--- src/rtl/hazard_control_unit_pkg.sv ---
// Shared CPU pipeline definitions: hazard FSM state encoding and register constants.
// Latency: n/a (types, constants and a pure helper function only).
// Backpressure: n/a.
package hazard_control_unit_pkg;

  // Hazard controller states; the encoding is fixed so other pipeline blocks can decode it.
  typedef enum logic [1:0] {
    ST_RUN      = 2'd0,
    ST_MEM_WAIT = 2'd1,
    ST_REPLAY   = 2'd2
  } hcu_state_t;

  // x0 is hardwired to zero; writes to it are discarded, so it never carries a dependency.
  localparam logic [4:0] REG_X0 = 5'd0;

  // Load-use dependency: the load in EX produces a register that the ID instruction reads.
  function automatic logic load_use(
    input logic       mem_read,
    input logic [4:0] rd,
    input logic [4:0] rs1,
    input logic       use_rs1,
    input logic [4:0] rs2,
    input logic       use_rs2
  );
    return mem_read && (rd != REG_X0) &&
           ((use_rs1 && (rs1 == rd)) || (use_rs2 && (rs2 == rd)));
  endfunction

endpackage

--- src/rtl/hazard_control_unit_sat_counter.sv ---
// Saturating up-counter with enable and synchronous clear.
// Latency: count updates one clock after en/clr are sampled.
// Backpressure: none; holds at all-ones instead of wrapping.
//
// Ports: clk, clr (sync clear, wins over en), en (count this cycle), count (CNT_W-bit value).
module sat_counter #(
  parameter int CNT_W = 16
) (
  input  logic             clk,
  input  logic             clr,
  input  logic             en,
  output logic [CNT_W-1:0] count
);

  always_ff @(posedge clk) begin
    if (clr) begin
      count <= '0;
    end else if (en && (count != {CNT_W{1'b1}})) begin
      count <= count + CNT_W'(1);
    end
  end

endmodule

--- src/rtl/hazard_control_unit.sv ---
// Pipeline hazard controller: load-use stalls, branch flushes, data-memory wait with deferred flush replay.
// Latency: control outputs are combinational from registered state and current inputs; state/counter update at clk.
// Backpressure: dmem_busy freezes PC, IF/ID and EX/MEM/WB; a branch seen during the wait is replayed as a flush afterwards.
//
// Ports: clk, rst (sync, active-high); ID operands id_rs1/id_rs2 with id_use_rs1/id_use_rs2;
//        EX info idex_rd, idex_mem_read, ex_branch_taken; dmem_busy from data memory;
//        outputs pc_write, ifid_write, ifid_flush, idex_bubble, exmem_hold, stall_count.
module hazard_control_unit
  import hazard_control_unit_pkg::*;
#(
  parameter int CNT_W = 16
) (
  input  logic             clk,
  input  logic             rst,
  input  logic [4:0]       id_rs1,
  input  logic [4:0]       id_rs2,
  input  logic             id_use_rs1,
  input  logic             id_use_rs2,
  input  logic [4:0]       idex_rd,
  input  logic             idex_mem_read,
  input  logic             ex_branch_taken,
  input  logic             dmem_busy,
  output logic             pc_write,
  output logic             ifid_write,
  output logic             ifid_flush,
  output logic             idex_bubble,
  output logic             exmem_hold,
  output logic [CNT_W-1:0] stall_count
);

  hcu_state_t state, state_nxt;
  logic       pending_flush, pending_nxt;
  logic       lu;

  assign lu = load_use(idex_mem_read, idex_rd, id_rs1, id_use_rs1, id_rs2, id_use_rs2);

  always_comb begin
    pc_write    = 1'b1;
    ifid_write  = 1'b1;
    ifid_flush  = 1'b0;
    idex_bubble = 1'b0;
    exmem_hold  = 1'b0;
    state_nxt   = ST_RUN;
    pending_nxt = 1'b0;

    if (rst) begin
      // Front end parked with NOPs while in reset.
      pc_write    = 1'b0;
      ifid_write  = 1'b0;
      ifid_flush  = 1'b1;
      idex_bubble = 1'b1;
    end else if (dmem_busy) begin
      // Freeze the whole pipe; remember any branch so its flush happens once memory frees up.
      // In RUN pending_flush is always clear, so OR-ing covers both "sample" and "accumulate".
      pc_write    = 1'b0;
      ifid_write  = 1'b0;
      exmem_hold  = 1'b1;
      state_nxt   = ST_MEM_WAIT;
      pending_nxt = pending_flush | ex_branch_taken;
    end else if (state == ST_REPLAY) begin
      ifid_flush  = 1'b1;
      idex_bubble = 1'b1;
    end else if (ex_branch_taken || pending_flush) begin
      ifid_flush  = 1'b1;
      idex_bubble = 1'b1;
      // Leaving a wait that swallowed a branch: follow up with one replay flush cycle.
      if ((state == ST_MEM_WAIT) && pending_flush) begin
        state_nxt   = ST_REPLAY;
        pending_nxt = 1'b1;
      end
    end else if (lu) begin
      // One bubble per load: next cycle the load has left EX, so the hazard clears itself.
      pc_write    = 1'b0;
      ifid_write  = 1'b0;
      idex_bubble = 1'b1;
    end
  end

  always_ff @(posedge clk) begin
    if (rst) begin
      state         <= ST_RUN;
      pending_flush <= 1'b0;
    end else begin
      state         <= state_nxt;
      pending_flush <= pending_nxt;
    end
  end

  sat_counter #(
    .CNT_W (CNT_W)
  ) u_stall_cnt (
    .clk   (clk),
    .clr   (rst),
    .en    (~pc_write & ~rst),
    .count (stall_count)
  );

endmodule

--- config.mk ---
export PLATFORM = sky130hd
export DESIGN_NAME = hazard_control_unit
export DESIGN_NICKNAME = d
export VERILOG_FILES = /design/src/rtl/hazard_control_unit_pkg.sv /design/src/rtl/hazard_control_unit_sat_counter.sv /design/src/rtl/hazard_control_unit.sv
export SDC_FILE = /design/constraint.sdc
export NUM_CORES = 1
export LEC_CHECK = 0
export ABC_AREA = 1
export CAP_MARGIN = 20
export CORE_MARGIN = 1
export CORE_UTILIZATION = 24
export CTS_CLUSTER_SIZE = 20
export DETAILED_ROUTE_END_ITERATION = 16
export PLACE_DENSITY = 0.57
export SKIP_LAST_GASP = 1
export SYNTH_ARGS = -nofsm -noshare
export SYNTH_HDL_FRONTEND = slang
export SYNTH_SLANG_ARGS = --single-unit
export TNS_END_PERCENT = 10
--- constraint.sdc ---
create_clock -name clk -period 1.7 [get_ports clk]
set_clock_uncertainty 0.15 [all_clocks]
set_input_delay 0.17 -clock clk [delete_from_list [all_inputs] [get_ports clk]]
set_output_delay 0.17 -clock clk [all_outputs]
set_load 0.03 [all_outputs]
Yosys cells after proc, flatten, opt, wreduce, memory -nomap -nowiden
Cells that the tools add are included.
Cells by class
  add/sub/neg operators: 1
  eq/ne operators: 5
  mux-type cells: 24
  bitwise gates (word level): 5
  reduce and logical (&&, ||, !) cells: 10
Operators with widths (number)
  1-bit 2-to-1 mux: 23
  16-bit by 1-bit adder with 16-bit output, second input constant: 1
  16-bit != test, second input constant: 1
  5-bit equality test: 2
  1-bit logical AND: 6
  5-bit nonzero test: 1
  4-bit OR reduction: 1
  1-bit inverter: 3
  2-bit by 1-bit equality test with 1-bit output, second input constant: 1
  2-bit equality test, second input constant: 1
  1-bit logical OR: 2
  2-bit 2-to-1 mux: 1
  1-bit AND: 1
  1-bit bitwise OR: 1
Storage, ports and cells
  register bits after elaboration: 19
  output and inout port bits: 21
  word-level logic and storage cells: 49

Logic depth before layout (Yosys ltp)
  word-level depth: 12
  depth in mapped cells: 12

Cells and area by module
Synthesis repeated with hierarchy kept, for this count alone.
Second synthesis, totals
  cell total of the unflattened synthesis: 230
  area, all modules: 1327.5 µm²
Modules (own cells, without submodules)
  sat_counter: instances 1, cells each 149, area each 929.6 µm²
  hazard_control_unit: instances 1, cells each 81, area each 397.9 µm²

Worst setup path before layout
No wires, ideal clock.
  path type: reg-to-reg
  start point: reg u_stall_cnt.count[1]
  end point: reg u_stall_cnt.count[15]
  library setup time: 132 ps
  arrival time: 1769 ps
  slack: -351 ps
  cell stages (with the launch flop): 10
  period minus slack after synthesis: 2051 ps
  path through: dfxtp_1 -> ha_1 -> nand3_2 -> nor2_4 -> nand2_2 -> nor3_4 -> nand2_2 -> clkbuf_1 -> nand4_1 -> a21oi_1
On the way
  cells in the longest elaborated chain, start to end: 2
RTL lines
  start: declaration: line hazard_control_unit_sat_counter.sv:12  | output logic [CNT_W-1:0] count
  start signal: assignment: line hazard_control_unit_sat_counter.sv:19  | count <= count + CNT_W'(1);
  branches (longest 2 deep; another with 16-bit by 1-bit adder with 16-bit output)
Several ways; the timed one is not identified.
A chain may end at the register's enable or synchronous reset.

Worst setup path after layout
  start point: reg u_stall_cnt.count[1]
  end point: reg u_stall_cnt.count[5]
The elaborated chain is that of the path after synthesis.

==> results.cfg <==
[status]
outcome = complete, but fails checks
failed_checks = negative setup slack

[routing]
dr.first_iter.drc_count = 66
via_per_inst = 4.43
route.vias.total = 1532
drc = 0
wirelength_um = 3830
ant_nets = 0
firstDrtPassIters = 4
routedWlPerCell_um = 11.1

[global_routing]
track_usage_pct = 13.0
grt_pass1_wl_um = 6220
grt_max_degree = 21
grt_pass1_vias = 1393
antenna_found_initial = 0
grt.overflow.total = 0

[worst_hold_path]
hp-class = register to register
hp-start = state[0]

[logic_synthesis]
ys_seq_area_share_pct = 29.0
synthFlopType = dfxtp_1
synth_nets = 233
netlist_area_um2 = 1310
avgSynthCellArea_um2 = 6.24
yosys_warnings = 0
synth_commonest_cells = 66 x nand2_1, 28 x nor2_1, 19 x dfxtp_1, 17 x nand4_1, 16 x inv_1
ys_types = 24
synth_edf_count = 0
synth_top_area_cell = dfxtp_1
ys_async_sr_fraction_pct = 0
synth_cells = 210
synth_area_leaders = dfxtp_1 29%, nand2_1 19%, nand4_1 8.1%
synth_top_area_share_pct = 29.0
synth.most_common_cell = nand2_1
synth_seq_cells = 19

[timing]
finalHoldViolations = 0
min_period_ns = 1.71
setup_viol = 8
worst_pin_slew_ns = 0.316
slew_headroom_pct = 78.9
slew_viol_final = 0
post-route-period-util_pct = 101
fmax_mhz = 583
finalHoldWorstSlack_ns = 0.351
finalWorstSetupSlack_ns = -0.0141
rsz0062_at_grt = yes
tns_ns = -0.0648

[clock_network]
numCtsBuffers = 3
htree_levels = 1
clock-root-buffer = clkbuf_8
cts_num_sinks = 19
cts_hold_buf = 0
clk_latency_ns = 0.26
path_clk_slew_ns = 0.08
cts_tree = yes
cts_max_path_buffers = 2

[power]
p_int_mw = 0.714
ir_worst_vdd_mv = 0.395
power_mw = 0.993
switching_share_pct = 28.2
switchingPower_mw = 0.280
p_seq_share_pct = 45.6
p_per_area_nw_per_um2 = 472
leakage_nw = 0.935
power_frac_comb_pct = 22.4
pwr-share-clk_pct = 31.9

[worst_setup_path]
startpoint = u_stall_cnt.count[1]
criticalPathCategory = register to register
rr_startpoint = u_stall_cnt.count[1]
worstSetupStartpointType = register
worstPathRequired_ns = 1.68
crit_path_end_kind = register
worstPathArrival_ns = 1.70
cp_max_fo = 6

[floorplan]
rows = 26
ioPinCount = 43
die_area_um2 = 5760
die_x_um = 75.9
die_h_um = 75.9
core_um2 = 5170
initial_utilization_pct = 25.4

[layout]
area_growth_pct = 60.4
postLayoutCellArea_um2 = 2100
n_antenna_cell = 0
nets = 300
fillers = 548
drive_gt1_share_pct = 23.2

[placed_design]
placed_area_um2 = 2000
gp_congestion = 0.818
dp_hpwl_um = 2910
io_buffer_count = 42

[flow_run]
drv_cap = 0
==> registers in the layout, summed over array words and instances, names as in the netlist <==
register	flops
pending_flush	1
u_stall_cnt.count	16
state	2
==> power groups by stage <==
| stage | logic, mW | registers (mW) | clock network [mW] |
|---|---|---|---|
| 6_report | 0.223 | 0.453 | 0.317 |
| 5_1_grt | 0.244 | 0.454 | 0.342 |
| 4_1_cts | 0.212 | 0.453 | 0.326 |
| 3_5_place_dp | 0.212 | 0.464 | 0 |
| 3_3_place_gp | 0.210 | 0.464 | 0 |
| 2_1_floorplan | 0.101 | 0.468 | 0 |
==> metal layers <==
layer	GRT usage, %	part of all wire [%]	wire length, µm
met4	2.88	1.8	68
met2	21.8	44	1690
met5	0	0	0
met1	17.0	50	1920
met3	3.01	4.0	153
==> stage by stage <==
stage          std cells  setup slack (ns)  util [%]
2_1_floorplan        210           -0.0800         -
3_3_place_gp         339            -0.266      38.6
3_5_place_dp         339            -0.314      38.6
4_1_cts              344           -0.0361      39.8
5_1_grt              346            -0.103      40.7
6_report             346           -0.0141      40.7
==> cell usage in the layout, fill, tap and decap left out, types with 2 or more instances in the layout <==
cell	count
clkbuf_2	2
nand4_1	17
nand2_2	2
o21ai_0	2
nand3_4	2
nand2_1	65
buf_4	25
dfxtp_1	11
nand3_1	7
buf_6	5
inv_1	16
nand2_4	2
nor2_1	27
dlymetal6s2s_1	2
a21oi_1	14
clkdlybuf4s50_1	19
xor2_1	9
inv_2	6
o21ai_1	2
xnor2_1	4
dfxtp_2	6
dfxtp_4	2
dlygate4sd2_1	13
clkbuf_8	3
==> kinds of logic after synthesis <==
logic type | Yosys count | share of synthesized area (%)
AOI/OAI and AO/OA | 20 | 7.63
xor gates and xnor gates | 13 | 8.68
adders and majority gates | 1 | 0.954
buffers and inverters | 30 | 9.54
DFF | 19 | 29.0
and+or+nand+nor | 127 | 44.2
==> cell type report <==
class                           instances  area [µm²]  share of cell area, %
Clock buffer                            4        45.0                   2.14
Inverter                               23        88.8                   4.22
Multi-Input combinational cell        162         873                   41.5
Sequential cell                        19         395                   18.8
Tap cell                               70        87.6                   4.16
Timing Repair Buffer                   68         613                   29.1
==> worst max-delay path, cell delays in order, from the launching register on <==
cell     delay, ns
dfxtp_4       0.38
ha_4          0.14
nand3_2       0.11
nor2_4        0.11
nand2_2       0.09
nor3_4        0.17
nand2_4       0.11
buf_4         0.17
nand4_1       0.08
a21oi_1       0.07
==> final timing paths <==
kind                            cells past startpoint  slack [ns]                    to
worst min register to register                      2        0.35              state[1]
worst min-delay path                                2        0.35              state[1]
worst max register to register                      9       -0.01  u_stall_cnt.count[5]
worst max-delay path                                9       -0.01  u_stall_cnt.count[5]
==> timing repair <==
item                                    4_1_cts  5_1_grt
pin swaps                                    11        9
endpoints found under the setup margin       25       28
resized for setup                            24       12
buffers inserted                              1        1
gates cloned                                  0        1
No activity file was read; power rests on OpenSTA's default activity.
